===== config.mk =====
export PLATFORM = sky130hd
export DESIGN_NAME = demux1_2
export DESIGN_NICKNAME = d
export VERILOG_FILES = /design/src/rtl/demux_pkg.sv /design/src/rtl/demux_fifo.sv /design/src/rtl/demux1_2.sv
export SDC_FILE = /design/constraint.sdc
export NUM_CORES = 1
export LEC_CHECK = 0
export BUFFER_PORTS_ARGS = -buffer_cell sky130_fd_sc_hd__buf_2
export CAP_MARGIN = 25
export CORE_MARGIN = 4
export CORE_UTILIZATION = 40
export DETAILED_ROUTE_END_ITERATION = 10
export PLACE_DENSITY = 0.65
export SYNTH_ARGS = -nofsm -noshare
export SYNTH_HDL_FRONTEND = slang
export SYNTH_SLANG_ARGS = --single-unit
export TNS_END_PERCENT = 50

===== constraint.sdc =====
create_clock -name clk -period 2.25 [get_ports clk]
set_clock_uncertainty 0.1 [all_clocks]
set_input_delay 0.1125 -clock clk [delete_from_list [all_inputs] [get_ports clk]]
set_output_delay 0.1125 -clock clk [all_outputs]
set_load 0.02 [all_outputs]

===== src/rtl/demux_pkg.sv =====
// -----------------------------------------------------------------------------
// demux_pkg
// Shared definitions for the 1-to-2 demultiplexer and its output FIFOs.
//   DEMUX_WIDTH : default data word width
//   DEMUX_DEPTH : default entries per output FIFO (power of two, >= 2)
//   word_t      : data word type at the default width
//   demux_sel_t : output selector encoding
// -----------------------------------------------------------------------------
package demux_pkg;

    localparam int DEMUX_WIDTH = 16;
    localparam int DEMUX_DEPTH = 2;

    typedef logic [DEMUX_WIDTH-1:0] word_t;

    typedef enum logic {
        OUT0 = 1'b0,
        OUT1 = 1'b1
    } demux_sel_t;

endpackage : demux_pkg


===== src/rtl/demux_fifo.sv =====
// -----------------------------------------------------------------------------
// demux_fifo
// Synchronous FIFO with push/pop, full/empty flags and a head-of-queue view.
// The head is read straight from the storage registers, so a word written at
// edge k is visible at the head right after edge k (no same-cycle fall-through).
// Ports:
//   clk, rst   : clock, synchronous active-high reset (flushes contents)
//   push       : write push_data this cycle (ignored while full)
//   push_data  : word to write
//   pop        : retire the head this cycle (ignored while empty)
//   full       : occupancy == DEPTH
//   empty      : occupancy == 0
//   head       : oldest stored word
// -----------------------------------------------------------------------------
module demux_fifo #(
    parameter int WIDTH = 16,
    parameter int DEPTH = 2
) (
    input  logic             clk,
    input  logic             rst,
    input  logic             push,
    input  logic [WIDTH-1:0] push_data,
    input  logic             pop,
    output logic             full,
    output logic             empty,
    output logic [WIDTH-1:0] head
);

    localparam int PTR_W = (DEPTH > 1) ? $clog2(DEPTH) : 1;
    localparam int CNT_W = $clog2(DEPTH) + 1;

    logic [WIDTH-1:0] mem_r [DEPTH];
    logic [PTR_W-1:0] wr_ptr_r;
    logic [PTR_W-1:0] rd_ptr_r;
    logic [CNT_W-1:0] occ_r;

    logic full_s;
    logic empty_s;
    logic push_ok_s;
    logic pop_ok_s;

    assign full_s    = (occ_r == CNT_W'(DEPTH));
    assign empty_s   = (occ_r == CNT_W'(0));
    // Local guards keep the pointers coherent even if a caller violates the handshake.
    assign push_ok_s = push && !full_s;
    assign pop_ok_s  = pop && !empty_s;

    // Storage, pointers and occupancy; pointers wrap naturally since DEPTH is a power of two.
    always_ff @(posedge clk) begin
        if (rst) begin
            wr_ptr_r <= PTR_W'(0);
            rd_ptr_r <= PTR_W'(0);
            occ_r    <= CNT_W'(0);
            for (int i = 0; i < DEPTH; i++) begin
                mem_r[i] <= {WIDTH{1'b0}};
            end
        end else begin
            if (push_ok_s) begin
                mem_r[wr_ptr_r] <= push_data;
                wr_ptr_r        <= wr_ptr_r + PTR_W'(1);
            end
            if (pop_ok_s) begin
                rd_ptr_r <= rd_ptr_r + PTR_W'(1);
            end
            case ({push_ok_s, pop_ok_s})
                2'b10:   occ_r <= occ_r + CNT_W'(1);
                2'b01:   occ_r <= occ_r - CNT_W'(1);
                default: occ_r <= occ_r;
            endcase
        end
    end

    assign full  = full_s;
    assign empty = empty_s;
    assign head  = mem_r[rd_ptr_r];

endmodule : demux_fifo


===== src/rtl/demux1_2.sv =====
// -----------------------------------------------------------------------------
// demux1_2
// Registered 1-to-2 demultiplexer with valid/ready handshaking. Each accepted
// word is steered into one of two independent FIFOs so a stalled consumer never
// blocks traffic to the other one.
// Ports:
//   clk, rst           : clock, synchronous active-high reset
//   in_data/in_select  : word and destination (0 -> output 0, 1 -> output 1)
//   in_valid/in_ready  : producer handshake; in_ready = selected FIFO not full
//   dataN/validN/readyN: consumer N handshake, dataN = head of FIFO N
//   count0/count1      : accepted-word counters, present only when the
//                        DEMUX1_2_STATS_EN macro is defined
// -----------------------------------------------------------------------------
module demux1_2
    import demux_pkg::*;
#(
    parameter int WIDTH = DEMUX_WIDTH,
    parameter int DEPTH = DEMUX_DEPTH
) (
    input  logic             clk,
    input  logic             rst,
    input  logic [WIDTH-1:0] in_data,
    input  logic             in_select,
    input  logic             in_valid,
    output logic             in_ready,
    output logic [WIDTH-1:0] data0,
    output logic             valid0,
    input  logic             ready0,
    output logic [WIDTH-1:0] data1,
    output logic             valid1,
    input  logic             ready1
`ifdef DEMUX1_2_STATS_EN
    ,
    output logic [15:0]      count0,
    output logic [15:0]      count1
`endif
);

    demux_sel_t sel_s;
    logic       in_ready_s;
    logic       push0_s;
    logic       push1_s;
    logic       pop0_s;
    logic       pop1_s;
    logic       full0_s;
    logic       full1_s;
    logic       empty0_s;
    logic       empty1_s;

    assign sel_s = demux_sel_t'(in_select);

    // Steering: in_ready depends only on the select and registered occupancy,
    // never on ready0/ready1, so no combinational path runs consumer-to-producer.
    always_comb begin
        in_ready_s = 1'b0;
        push0_s    = 1'b0;
        push1_s    = 1'b0;
        case (sel_s)
            OUT0: begin
                in_ready_s = !full0_s;
                push0_s    = in_valid && !full0_s;
            end
            OUT1: begin
                in_ready_s = !full1_s;
                push1_s    = in_valid && !full1_s;
            end
            default: begin
                in_ready_s = 1'b0;
            end
        endcase
    end

    assign pop0_s = !empty0_s && ready0;
    assign pop1_s = !empty1_s && ready1;

    demux_fifo #(
        .WIDTH (WIDTH),
        .DEPTH (DEPTH)
    ) u_fifo0 (
        .clk       (clk),
        .rst       (rst),
        .push      (push0_s),
        .push_data (in_data),
        .pop       (pop0_s),
        .full      (full0_s),
        .empty     (empty0_s),
        .head      (data0)
    );

    demux_fifo #(
        .WIDTH (WIDTH),
        .DEPTH (DEPTH)
    ) u_fifo1 (
        .clk       (clk),
        .rst       (rst),
        .push      (push1_s),
        .push_data (in_data),
        .pop       (pop1_s),
        .full      (full1_s),
        .empty     (empty1_s),
        .head      (data1)
    );

    assign in_ready = in_ready_s;
    assign valid0   = !empty0_s;
    assign valid1   = !empty1_s;

`ifdef DEMUX1_2_STATS_EN
    logic [15:0] count0_r;
    logic [15:0] count1_r;

    // Per-output accepted-word counters; wrap from 16'hFFFF to 0.
    always_ff @(posedge clk) begin
        if (rst) begin
            count0_r <= 16'h0000;
            count1_r <= 16'h0000;
        end else begin
            if (push0_s) begin
                count0_r <= count0_r + 16'h0001;
            end
            if (push1_s) begin
                count1_r <= count1_r + 16'h0001;
            end
        end
    end

    assign count0 = count0_r;
    assign count1 = count1_r;
`endif

endmodule : demux1_2


==> impl_metrics.env <==
export IMPL_place_ws_ps=286.5
export IMPL_cpPeakStageDelay_ps=520
export IMPL_rsz0062_at_grt="no"
export IMPL_hpwl_um=4180
export IMPL_maxSlewHeadroom_pct=63.62
export IMPL_crit_family="simple AND/OR/NAND/NOR gates"
export IMPL_layout_drive_gt1_share_pct=40.45
export IMPL_synth_cell_types=27
export IMPL_hold_class="input pin to flip-flop"
export IMPL_grt_pass1_wl_um=10550
export IMPL_p_per_area_nw_per_um2=936.3
export IMPL_drv_slew=0
export IMPL_crit_buf_inv=2
export IMPL_routed_wl_um=6414
export IMPL_rows=32
export IMPL_syn_nets=245
export IMPL_leakage_nw=1.672
export IMPL_insertion_delay_ps=350
export IMPL_core_um2=7848
export IMPL_r2r_start="u_fifo0.occ_r[0]"
export IMPL_vias=1958
export IMPL_cts_sinks=74
export IMPL_cpMaxStageDelayCell="dlygate4sd3_1"
export IMPL_synth_yosys_seq_area_share_pct=64.63
export IMPL_cts_made_buffers=9
export IMPL_peakVddDrop_uv=465.5
export IMPL_cts_root_buf="clkbuf_8"
export IMPL_die_w_um=98.60
export IMPL_tightest_slew_ps=541.6
export IMPL_setup_ws_ps=126.9
export IMPL_power_mw=3.816
export IMPL_min_to="u_fifo1.wr_ptr_r"
export IMPL_rr_endpoint="u_fifo0.occ_r[1]"
export IMPL_finalHoldViolations=0
export IMPL_grt_pass1_vias=2048
export IMPL_start_util_pct=41.84
export IMPL_die_area_um2=9721
export IMPL_worstSetupPathType="input pin to flip-flop"
export IMPL_syn_area_per_cell_um2=14.86
export IMPL_fin_crit_ps=2123
export IMPL_finalSetupViolations=0
export IMPL_wl_per_cell_um=15.61
export IMPL_max_freq_mhz=471.0
export IMPL_synth_top_cell_by_area="edfxtp_1"
export IMPL_netlist_area_um2=3283
export IMPL_path_cells="dlygate4sd3_1, buf_2, nand2b_4, and4bb_2, or2_2"
export IMPL_antenna_cells=0
export IMPL_holdCritStartpoint="in_valid"
export IMPL_status="completed"
export IMPL_holdPathStages=3
export IMPL_grtUsageTotal_pct=14.33
export IMPL_io_pins=57
export IMPL_maxCapViolations=0
export IMPL_tns_ps=0
export IMPL_synth_top_area_share_pct=58.54
export IMPL_yosysWarnings=0
export IMPL_antenna_found_initial=0
export IMPL_hold_buffers=17
export IMPL_syn_inst=221
export IMPL_cts_setup_buffers=0
export IMPL_reg2reg_slack_ps=270
export IMPL_worstSetupEndpointType="flip-flop"
export IMPL_postRouteAntennaNets=0
export IMPL_crit_fanout=17
export IMPL_drt_pass1_iter_count=4
export IMPL_cts_tree="yes"
export IMPL_start_kind="input pin"
export IMPL_die_h_um=98.60
export IMPL_drt_vias_per_instance=4.764
export IMPL_clockBufferDepth=2
export IMPL_grt_ovfl_total=0
export IMPL_cts_resized=0
export IMPL_grt_max_degree=18
export IMPL_path_clk_slew_ps=80
export IMPL_ys_ff_latch=74
export IMPL_gp_congestion=0.7294
export IMPL_cp_required_ps=2150
export IMPL_nets=328
export IMPL_cp_num_cells=5
export IMPL_areaGrowthSynthToFinish_pct=24.12
export IMPL_cp_arrival_ps=2030
export IMPL_cts_htree_levels=3
export IMPL_drtIter0Drc=98
export IMPL_ff2ff_path_depth=5
export IMPL_synthTopCellsByArea="edfxtp_1 (59%), and2_1 (12%), mux2_2 (11%)"
export IMPL_port_buffer_count=56
export IMPL_drcViolationCount=0
export IMPL_timing_final_crit_share_pct=94.36
## power breakdown
part           total (mW)  leakage [nW]  internal (mW)  switching, mW
Combinational        1.05         0.824          0.480          0.566
Sequential           1.76         0.752           1.64          0.113
Clock                1.01        0.0954          0.509          0.503
Total                3.82          1.67           2.63           1.18
## metrics by stage
stage          cell area (um2)  util, %  instances  hold WS (ps)
3_5_place_dp              3712    47.31        378         334.2
3_3_place_gp              3712    47.31        378         331.7
4_1_cts                   4075    51.93        411         73.52
2_1_floorplan             3283        -        221         210.7
6_report                  4075    51.93        411         98.59
5_1_grt                   4075    51.93        411         88.88
## worst min-delay path: cells and delay by family
family	cells	cell delay [ps]
compound gates	1	130
simple gates	1	150
buf+inv	1	130
## cell usage after synthesis
cell type	n
o21bai_1	2
or3_1	2
or3b_1	1
nand3b_1	1
nor4_4	1
nor4b_4	2
o21a_1	2
mux2i_1	1
and2_1	64
nor2b_2	2
buf_2	4
o21ai_0	2
and4bb_2	1
edfxtp_1	64
xor2_1	2
mux2_2	32
a21o_1	2
clkbuf_1	3
a21oi_1	2
dfxtp_1	10
nor2_1	6
or2_2	4
ha_1	2
nor2b_1	2
buf_4	2
xnor2_1	4
nand2b_4	1
## layer usage
layer | part of all wire, % | GRT usage [%] | wire (um) | vias to the layer above
li1 | - | - | - | 951
met1 | 46 | 17.72 | 2936 | 955
met2 | 48 | 23.09 | 3079 | 41
met3 | 4.1 | 4.388 | 265 | 11
met4 | 2.0 | 6.513 | 131 | 0
met5 | 0 | 0 | 0 | -
## state kept, by name, indices dropped and copies added (netlist names), named ones only
| register | flops |
|---|---|
| u_fifo1.mem_r | 32 |
| u_fifo1.wr_ptr_r | 1 |
| u_fifo0.occ_r | 2 |
| u_fifo0.wr_ptr_r | 1 |
| u_fifo0.rd_ptr_r | 1 |
| u_fifo0.mem_r | 32 |
| u_fifo1.rd_ptr_r | 1 |
| u_fifo1.occ_r | 2 |
## final cells by class
class	count	area (um2)
Sequential cell	74	2122
Multi-Input combinational cell	138	1122
Clock inverter	7	68.82
Fill cell	715	3772
Tap cell	102	127.6
Timing Repair Buffer	81	510.5
Clock buffer	9	123.9
## cells in the final DEF, fill, tap and decap left out, types with 2 or more instances in the layout
cell type	n
o21ai_0	2
a21oi_1	2
edfxtp_1	64
dfxtp_1	10
o21a_1	2
ha_1	2
nor2_1	6
clkbuf_8	9
buf_4	8
a21o_1	2
nor2b_2	2
dlygate4sd3_1	17
nor4b_4	2
or2_2	4
buf_2	56
clkinvlp_4	2
xnor2_1	4
nor2b_1	2
o21bai_2	2
xor2_1	2
and2_1	64
or3_1	2
clkinv_2	3
mux2_2	32
## logic make-up after synthesis
group | count (synthesis) | share of synthesized area (%)
AO/OA/AOI/OAI | 10 | 1.981
XOR/XNOR | 6 | 1.601
adder cells (fa/ha/maj) | 2 | 0.7621
buffers and inverters | 9 | 1.410
flip-flops | 74 | 64.63
multiplexers | 33 | 11.28
AND/OR/NAND/NOR | 87 | 18.33
## how the worst max path moves through the flow
stage                                start                  end
final                                  rst  u_fifo1.mem_r[1][4]
after global routing                   rst  u_fifo1.mem_r[1][7]
after CTS                              rst  u_fifo1.mem_r[1][2]
after detailed placement  u_fifo0.occ_r[0]     u_fifo0.occ_r[1]
after global placement                 rst  u_fifo1.mem_r[1][9]
after floorplan           u_fifo0.occ_r[1]  u_fifo0.mem_r[0][0]
No activity file was read; power rests on OpenSTA's default activity.
